===== config.mk =====
export PLATFORM = sky130hd
export DESIGN_NAME = rx_frontend
export DESIGN_NICKNAME = d
export VERILOG_FILES = /design/src/rtl/rx_pkg.sv /design/src/rtl/rx_sample_fifo.sv /design/src/rtl/rx_frontend.sv
export SDC_FILE = /design/constraint.sdc
export NUM_CORES = 1
export LEC_CHECK = 0
export CAP_MARGIN = 20
export CORE_MARGIN = 2
export CORE_UTILIZATION = 50
export DETAILED_ROUTE_END_ITERATION = 7
export PLACE_DENSITY = 0.8
export SLEW_MARGIN = 20
export SYNTH_ARGS = -nofsm -noshare
export SYNTH_HDL_FRONTEND = slang
export SYNTH_SLANG_ARGS = --single-unit

===== constraint.sdc =====
create_clock -name CLOCK_50 -period 2.3 [get_ports CLOCK_50]
set_input_delay 0.23 -clock CLOCK_50 [delete_from_list [all_inputs] [get_ports CLOCK_50]]
set_output_delay 0.23 -clock CLOCK_50 [all_outputs]
set_load 0.01 [all_outputs]

===== src/rtl/rx_pkg.sv =====
// Constants and state encoding shared along the receive chain
// (transmitter, rx_frontend, demodulator).
package rx_pkg;
  localparam int SAMPLE_W          = 18;
  localparam int PAD_W             = 3;
  localparam int ATTEN_W           = 5;
  localparam int ATTEN_REF_DEFAULT = 16;
  localparam int GAIN_W            = 3;

  typedef enum logic [1:0] {CAL, SOLVE, RUN} rx_state_e;

  // Unsigned left shift clamped to full scale.
  function automatic logic [SAMPLE_W-1:0] sat_shl(input logic [SAMPLE_W-1:0] x,
                                                  input logic [GAIN_W-1:0]   sh);
    logic [SAMPLE_W+6:0] w;
    w = {7'd0, x} << sh;
    return (|w[SAMPLE_W+6:SAMPLE_W]) ? {SAMPLE_W{1'b1}} : w[SAMPLE_W-1:0];
  endfunction
endpackage


===== src/rtl/rx_sample_fifo.sv =====
// Small register-based FIFO; head is read combinationally from storage.
// Full/empty use one extra pointer bit beyond the address.
module rx_sample_fifo
  import rx_pkg::*;
#(
  parameter int DEPTH = 4,
  parameter int WIDTH = SAMPLE_W
) (
  input  logic             clk,
  input  logic             rst_n,
  input  logic             push,
  input  logic [WIDTH-1:0] wr_data,
  input  logic             pop,
  output logic [WIDTH-1:0] rd_data,
  output logic             full,
  output logic             empty,
  output logic             drop
);
  localparam int AW = $clog2(DEPTH);

  logic [DEPTH-1:0][WIDTH-1:0] mem_q, mem_d;
  logic [AW:0]                 wr_ptr_q, wr_ptr_d, rd_ptr_q, rd_ptr_d;
  logic                        do_push, do_pop;

  assign empty   = (wr_ptr_q == rd_ptr_q);
  assign full    = (wr_ptr_q[AW] != rd_ptr_q[AW]) &&
                   (wr_ptr_q[AW-1:0] == rd_ptr_q[AW-1:0]);
  assign do_pop  = pop && !empty;
  // When full, a same-cycle pop frees the slot the write lands in.
  assign do_push = push && (!full || do_pop);
  assign drop    = push && full && !do_pop;
  assign rd_data = mem_q[rd_ptr_q[AW-1:0]];

  always_comb begin
    mem_d    = mem_q;
    wr_ptr_d = wr_ptr_q;
    rd_ptr_d = rd_ptr_q;
    if (do_push) begin
      mem_d[wr_ptr_q[AW-1:0]] = wr_data;
      wr_ptr_d                = wr_ptr_q + (AW+1)'(1);
    end
    if (do_pop) rd_ptr_d = rd_ptr_q + (AW+1)'(1);
  end

  always_ff @(posedge clk or negedge rst_n) begin
    if (!rst_n) begin
      mem_q    <= '0;
      wr_ptr_q <= '0;
      rd_ptr_q <= '0;
    end else begin
      mem_q    <= mem_d;
      wr_ptr_q <= wr_ptr_d;
      rd_ptr_q <= rd_ptr_d;
    end
  end
endmodule


===== src/rtl/rx_frontend.sv =====
// Receive front end: pilot-averaged power-of-two gain calibration, pad strip,
// saturating gain, and a valid/ready sample FIFO toward the demodulator.
module rx_frontend
  import rx_pkg::*;
#(
  parameter int ATTEN_REF = ATTEN_REF_DEFAULT,
  parameter int CAL_LOG2  = 4,
  parameter int MAX_SHIFT = 7,
  parameter int DEPTH     = 4
) (
  input  logic        CLOCK_50,
  input  logic        RESET_N,
  input  logic [20:0] SIGNAL_IN,
  input  logic        IN_VALID,
  input  logic [4:0]  ATTEN_IN,
  input  logic        START_CAL,
  input  logic        OUT_READY,
  output logic [17:0] OUT_DATA,
  output logic        OUT_VALID,
  output logic [2:0]  GAIN_SHIFT,
  output logic        CAL_DONE,
  output logic        LOS,
  output logic        OVERFLOW,
  output logic [7:0]  PAD_ERR_CNT
);
  localparam int SUM_W = ATTEN_W + CAL_LOG2;
  localparam int CMP_W = SUM_W + MAX_SHIFT;

  rx_state_e               state_q, state_d;
  logic [SUM_W-1:0]        sum_q, sum_d, avg_q, avg_d, sum_nxt;
  logic [CAL_LOG2-1:0]     cnt_q, cnt_d;
  logic [GAIN_W-1:0]       shift_q, shift_d, gain_q, gain_d;
  logic                    los_q, los_d;
  logic                    stg_vld_q, stg_vld_d;
  logic [SAMPLE_W-1:0]     stg_data_q, stg_data_d;
  logic                    ovf_q, ovf_d;
  logic [7:0]              pad_q, pad_d;
  logic [CMP_W-1:0]        scaled;
  logic                    fifo_empty, fifo_full, fifo_drop, pop;

  assign sum_nxt = sum_q + SUM_W'(ATTEN_IN);
  // Wide enough that avg << MAX_SHIFT never truncates.
  assign scaled  = CMP_W'(avg_q) << shift_q;

  always_comb begin
    state_d = state_q;
    sum_d   = sum_q;
    cnt_d   = cnt_q;
    avg_d   = avg_q;
    shift_d = shift_q;
    gain_d  = gain_q;
    los_d   = los_q;
    if (START_CAL) begin
      state_d = CAL;
      sum_d   = '0;
      cnt_d   = '0;
    end else begin
      case (state_q)
        CAL: if (IN_VALID) begin
          sum_d = sum_nxt;
          cnt_d = cnt_q + CAL_LOG2'(1);
          if (cnt_q == {CAL_LOG2{1'b1}}) begin
            avg_d   = sum_nxt >> CAL_LOG2;
            sum_d   = '0;
            shift_d = '0;
            state_d = SOLVE;
          end
        end
        SOLVE: begin
          if (scaled < CMP_W'(ATTEN_REF) && shift_q < GAIN_W'(MAX_SHIFT)) begin
            shift_d = shift_q + GAIN_W'(1);
          end else begin
            gain_d  = shift_q;
            los_d   = (avg_q == '0);
            state_d = RUN;
          end
        end
        RUN:     ;
        default: state_d = CAL;
      endcase
    end
  end

  // Capture only in RUN; an already captured entry drains regardless of state.
  always_comb begin
    stg_vld_d  = (state_q == RUN) && IN_VALID;
    stg_data_d = stg_vld_d ? sat_shl(SIGNAL_IN[PAD_W +: SAMPLE_W], gain_q) : stg_data_q;
    pad_d      = pad_q;
    if (IN_VALID && (SIGNAL_IN[PAD_W-1:0] != '0) && (pad_q != 8'hFF))
      pad_d = pad_q + 8'd1;
    ovf_d      = ovf_q | fifo_drop;
  end

  always_ff @(posedge CLOCK_50 or negedge RESET_N) begin
    if (!RESET_N) begin
      state_q    <= CAL;
      sum_q      <= '0;
      cnt_q      <= '0;
      avg_q      <= '0;
      shift_q    <= '0;
      gain_q     <= '0;
      los_q      <= 1'b0;
      stg_vld_q  <= 1'b0;
      stg_data_q <= '0;
      ovf_q      <= 1'b0;
      pad_q      <= '0;
    end else begin
      state_q    <= state_d;
      sum_q      <= sum_d;
      cnt_q      <= cnt_d;
      avg_q      <= avg_d;
      shift_q    <= shift_d;
      gain_q     <= gain_d;
      los_q      <= los_d;
      stg_vld_q  <= stg_vld_d;
      stg_data_q <= stg_data_d;
      ovf_q      <= ovf_d;
      pad_q      <= pad_d;
    end
  end

  assign pop = OUT_VALID && OUT_READY;

  rx_sample_fifo #(.DEPTH(DEPTH), .WIDTH(SAMPLE_W)) u_fifo (
    .clk     (CLOCK_50),
    .rst_n   (RESET_N),
    .push    (stg_vld_q),
    .wr_data (stg_data_q),
    .pop     (pop),
    .rd_data (OUT_DATA),
    .full    (fifo_full),
    .empty   (fifo_empty),
    .drop    (fifo_drop)
  );

  assign OUT_VALID   = !fifo_empty;
  assign GAIN_SHIFT  = gain_q;
  assign CAL_DONE    = (state_q == RUN);
  assign LOS         = los_q;
  assign OVERFLOW    = ovf_q;
  assign PAD_ERR_CNT = pad_q;
endmodule


## Yosys cells after proc, flatten, opt, wreduce, memory -nomap -nowiden

Cells that the tools add are included.

| word-level totals | value |
|---|---|
| register bits | 133 |
| word-level logic and storage cells | 96 |

| cells by class | value |
|---|---|
| add/subtract/negate cells | 6 |
| order comparisons | 5 |
| eq/ne operators | 14 |
| shift operators | 2 |
| muxes and demuxes | 22 |
| bitwise operators | 3 |
| reductions and logical operators | 27 |

Operators by type and width:

| cell | number |
|---|---|
| 72-bit bitwise mux | 1 |
| 18-bit 2-to-1 mux | 3 |
| 18-bit binary-select mux with 2-bit select | 1 |
| 18-bit demux with 2-bit select | 1 |
| 9-bit 2-to-1 mux | 4 |
| 18-bit by 3-bit << shifter with 25-bit output | 1 |
| 16-bit by 5-bit less-than comparator with 1-bit output (second input constant) | 1 |
| 5-bit by 3-bit << shifter with 16-bit output | 1 |
| 4-bit 2-to-1 mux | 3 |
| 1-bit logical AND | 11 |
| 3-bit by 1-bit adder with 3-bit output (second input constant) | 3 |
| 9-bit by 5-bit adder with 9-bit output | 1 |
| 9-bit logical NOT | 1 |
| 3-bit 2-to-1 mux | 3 |
| 3-bit != test (second input constant) | 3 |
| 8-bit by 1-bit adder with 8-bit output (second input constant) | 1 |
| 2-bit 2-to-1 mux | 4 |
| 2-bit != test (second input constant) | 4 |
| 8-bit != test (second input constant) | 1 |
| 4-bit AND reduction | 2 |
| 7-bit OR reduction | 1 |
| 2-bit by 3-bit less-than comparator with 1-bit output (second input constant) | 2 |
| 2-bit case mux with 3 select lines | 1 |
| 3-bit case mux with 2 select lines | 1 |
| 19 further kinds | 24 |

## Depth between registers and ports, before layout

| depth | value |
|---|---|
| word-level depth | 7 |
| gate-level depth with buffers | 8 |

## By module

A second synthesis with hierarchy kept.

| unflattened totals | value |
|---|---|
| cell total of the unflattened synthesis | 550 |
| area total of the unflattened synthesis | 6839.1 µm² |

Modules (own cells, without submodules):

| module | times used | cells each | area each (µm²) | sequential area each (µm²) |
|---|---|---|---|---|
| rx_sample_fifo | 1 | 212 | 3614.7 | 1951.9 |
| rx_frontend | 1 | 338 | 3224.3 | 1376.3 |

## Worst setup path before layout

OpenSTA, ideal clock, no wires.

| path | value |
|---|---|
| path kind | register to register |
| start point | register pad_q[0] (netlist: PAD_ERR_CNT[0]) |
| end point | register pad_q[7] (netlist: PAD_ERR_CNT[7]) |
| setup time | 0.125 ns |
| arrival | 1.736 ns |
| path slack | 0.438 ns |
| stages on the path, launching flop included | 7 |
| period minus slack after synthesis | 1.862 ns |
| cells stage by stage | dfrtp_1 > ha_1 > and2_1 > a41oi_1 > and4_1 > nand3_1 > xnor2_1 |

| on the way | value |
|---|---|
| cells in the longest elaborated chain, start to end | 2 |
| elaborated cells between the ends (all ways) | 3 |

RTL lines:

| item | RTL line | RTL |
|---|---|---|
| start: declaration | rx_frontend.sv:37 | `logic [7:0] pad_q, pad_d;` |
| start signal: assignment | rx_frontend.sv:118 | `pad_q <= pad_d;` |
| parallel branches: the longest is 2 deep, another holds 8-bit by 1-bit adder with 8-bit output | n/a |  |

Parallel ways; which one is timed is not known.
A chain may end at the register's enable or synchronous reset.

## Worst setup path in the final report

| path | value |
|---|---|
| start point | register u_fifo.rd_ptr_q[0] |
| end point | output OUT_DATA[6] |

| on the way | value |
|---|---|
| cells in the longest elaborated chain, start to end | 2 |

RTL lines:

| item | RTL line | RTL |
|---|---|---|
| start: declaration | rx_sample_fifo.sv:22 | `logic [AW:0] wr_ptr_q, wr_ptr_d, rd_ptr_q, rd_ptr_d;` |
| start signal: assignment | rx_sample_fifo.sv:53 | `rd_ptr_q <= rd_ptr_d;` |
| 18-bit binary-select mux with 2-bit select | rx_sample_fifo.sv:32 | `assign rd_data = mem_q[rd_ptr_q[AW-1:0]];` |
| 18-bit 2-to-1 mux (not written as such) | rx_sample_fifo.sv:32 |  |
| end: declaration | rx_frontend.sv:18 | `output logic [17:0] OUT_DATA,` |

Every way passes these cells. The select of a mux whose other input is x is not followed.

==> results.json <==
{
  "result_of_the_run": "finished clean",
  "worst_pin_slew_ns": 0.642,
  "grt_use_total_pct": 20.6,
  "fin_worst_skew_ns": 0.0102,
  "reg2reg_to": "u_fifo.mem_q[54]",
  "mappedNetlistNets": 582,
  "clock_insertion_delay_worst_skew_ns": 0.41,
  "cts_buffer_count": 17,
  "synth_top_cells_by_count": "133 x dfrtp_1, 53 x mux2_2, 53 x nand2_1",
  "stdcell_area_mm2": 0.00828,
  "report.final.setup_viol": 0,
  "cts.path.max_buffers": 2,
  "regToRegStartpoint": "u_fifo.rd_ptr_q[0]",
  "detail_route.iter0.violations": 268,
  "clk_pin_slew_worst_paths_ns": 0.06,
  "combPwrFrac_pct": 19.0,
  "final.min_clock_period_ns": 2.23,
  "final_hold_viol_count": 0,
  "grt_remaining_overflow": 0,
  "synth_area_mm2": 0.00674,
  "final_nets": 662,
  "share_of_total_power_in_the_clock_network_pct": 40.1,
  "grt_max_degree": 83,
  "fp.dieH_um": 120,
  "post-synth-top-count-cell": "dfrtp_1",
  "hpwlAfterDp_um": 9600,
  "worst-r2r-setup-slack_ns": 0.21,
  "ctsHtreeMaxLevel": 4,
  "seq_power_share_pct": 40.9,
  "core_area_mm2": 0.0132,
  "post-synth-top-area-cell": "dfrtp_1",
  "route.vias.total": 4521,
  "final_antenna_net_count": 0,
  "worst_hold_path_type": "input port to asynchronous set/reset pin",
  "floorplan.die_area_mm2": 0.0144,
  "setup.worst_path.end": "OUT_DATA[6]",
  "maximum_clock_rate_mhz": 449,
  "cts_root_buffer": "clkbuf_16",
  "vias_in_the_first_global_route": 4663,
  "drive_gt1_share_pct": 22.9,
  "antenna_violations_before_repair": 0,
  "synthTopCellsByArea": "dfrtp_1 49%, mux2_2 8.9%, mux4_2 7.3%, mux2_1 5.0%, mux2i_1 3.4%",
  "tritoncts": "done",
  "grt_pass1_wl_um": 23200,
  "portBuffers": 63,
  "netSwitchingPower_uw": 1710,
  "cell_count_of_the_worst_reg_to_reg_path": 7,
  "switching_share_pct": 25.8,
  "remaining_drc_errors": 0,
  "synth_edf_count": 0,
  "leakage_dissipation_uw": 0.00412,
  "synth_top_area_share_pct": 49.4,
  "synth-warning-count": 0,
  "floorplan.die.width_um": 120,
  "synthArstFlopShare_pct": 100,
  "layout-area-overhead-vs-synth_pct": 22.8,
  "core.rowCount": 42,
  "postSynth.topFlopCell": "dfrtp_1",
  "initial_core_util_pct": 51.1,
  "power.density_cell_area_mw_per_mm2": 800,
  "worst_setup_path_start_kind": "flop",
  "yosys_register_bits": 133,
  "finalHoldWorstSlack_ns": 0.359,
  "routed_via_density": 5.62,
  "drt-wirelength-per-cell_um": 17.4,
  "max-cap-violations": 0,
  "drt_pre_antenna_iters": 4,
  "top_level_ports": 64,
  "placedInstanceArea_mm2": 0.00762,
  "slew-limit-headroom_pct": 57.2,
  "routability_congestion": 0.879,
  "worstPathArrival_ns": 2.00,
  "rsz0062_at_grt": "false",
  "startpoint": "u_fifo.rd_ptr_q[0]",
  "worstPathMaxFanout": 9,
  "criticalPathCategory": "flop to primary output",
  "synth_sequential_area_ratio_pct": 49.4,
  "netlist_instances": 537,
  "postRouteWirelength_um": 14000,
  "crit_path_end_kind": "primary output",
  "slew_violations": 0,
  "power_report.internal_total_uw": 4910,
  "synth_area_per_cell_um2": 12.6,
  "clock_sink_count": 133,
  "irDropWorstVdd_uv": 551,
  "synth.lib_cells_used.distinct": 54,
  "n_fill_cell": 1009,
  "final.period_utilization_pct": 96.9,
  "crit_required_ns": 2.07,
  "num_antenna_cells": 0
}
==> layout make-up <==
class | instances | area [um^2] | area share, %
inverter | 14 | 52.6 | 0.635
sequential | 133 | 3330 | 40.2
clock buffer | 24 | 492 | 5.94
timing repair buffer | 85 | 863 | 10.4
multi-input combinational | 366 | 3230 | 39.0
clock inverter | 7 | 96.3 | 1.16
tap | 176 | 220 | 2.66
==> how the worst min path moves through the flow <==
stage	end	cells past startpoint	slack, ns	from
3_3_place_gp	u_fifo.wr_ptr_q[2]	2	0.25	RESET_N
6_report	u_fifo.wr_ptr_q[2]	3	0.36	RESET_N
3_5_place_dp	u_fifo.wr_ptr_q[2]	2	0.25	RESET_N
4_1_cts	u_fifo.wr_ptr_q[2]	3	0.36	RESET_N
5_1_grt	u_fifo.wr_ptr_q[2]	3	0.39	RESET_N
2_1_floorplan	GAIN_SHIFT[0]	0	-0.07	RESET_N
==> state kept, by name (all words and copies together), names as in the netlist, 4 cells and up <==
register      count
u_fifo.mem_q     72
stg_data_q       18
sum_q             9
PAD_ERR_CNT       8
avg_q             5
cnt_q             4
==> kinds of logic after synthesis <==
logic type / share of synthesized area (%)
adders and majority gates: 2.71
xor gates and xnor gates: 2.99
DFF: 49.4
and+or+nand+nor: 8.44
buffers and inverters: 2.99
AOI/OAI and AO/OA: 6.88
muxes: 26.6
==> power by group through the flow <==
stage	registers (uW)	clock network, uW	logic [uW]
floorplan	2710	0	705
global placement	2720	0	1170
detailed placement	2740	0	1210
CTS	2700	2690	1240
global route	2740	2780	1370
finish	2710	2660	1260
==> worst max-delay path, stage by stage (launching register included) <==
cell	delay, ns
dfrtp_2	0.42
buf_12	0.16
mux4_2	0.51
clkdlybuf4s50_1	0.49
==> placed cells by master, fill, tap and decap left out, types with 13 or more instances in the layout <==
| cell | Yosys | routed |
|---|---|---|
| dfrtp_1 | 133 | 132 |
| clkdlybuf4s50_1 | 0 | 55 |
| nand2_1 | 53 | 53 |
| mux2_2 | 53 | 53 |
| mux2_1 | 30 | 30 |
| mux2i_1 | 23 | 23 |
| a21oi_1 | 23 | 23 |
| nor2_1 | 23 | 23 |
| mux4_2 | 22 | 22 |
| buf_4 | 2 | 18 |
| clkbuf_16 | 0 | 17 |
| xnor2_1 | 14 | 14 |
| o21ai_0 | 14 | 14 |
| o21ai_1 | 14 | 14 |
| inv_1 | 13 | 13 |
| ha_1 | 13 | 13 |
==> per-stage QoR <==
stage | util, % | cells | power, uW | setup WS (ns) | setup TNS, ns
after floorplan | - | 537 | 3420 | 0.438 | 0
after global placement | 57.8 | 772 | 3890 | 0.0575 | 0
after detailed placement | 57.8 | 772 | 3950 | -0.0510 | -0.101
after CTS | 62.4 | 805 | 6640 | -0.000323 | -0.000323
after global routing | 62.8 | 805 | 6880 | 0.00627 | 0
final | 62.8 | 805 | 6620 | 0.0721 | 0
==> repair_timing <==
action | 4_1_cts | 5_1_grt
setup buffers | 1 | 0
hold buffers | 1 | 0
setup endpoints to repair | 18 | 24
gates resized for setup | 2 | 13
endpoints found under the hold margin | 133 | 0
==> routing by layer <==
metal  share of wire [%]  routed length [um]  vias to the layer above  GRT usage, %
met2                  54                7580                       75          35.9
met4                 1.4                 191                        0          6.32
met1                  42                5880                     2330          25.8
met5                   0                   0                        -             0
met3                 2.7                 380                       17          4.13
li1                    -                   -                     2099             -
(Power assumes the default switching activity.)
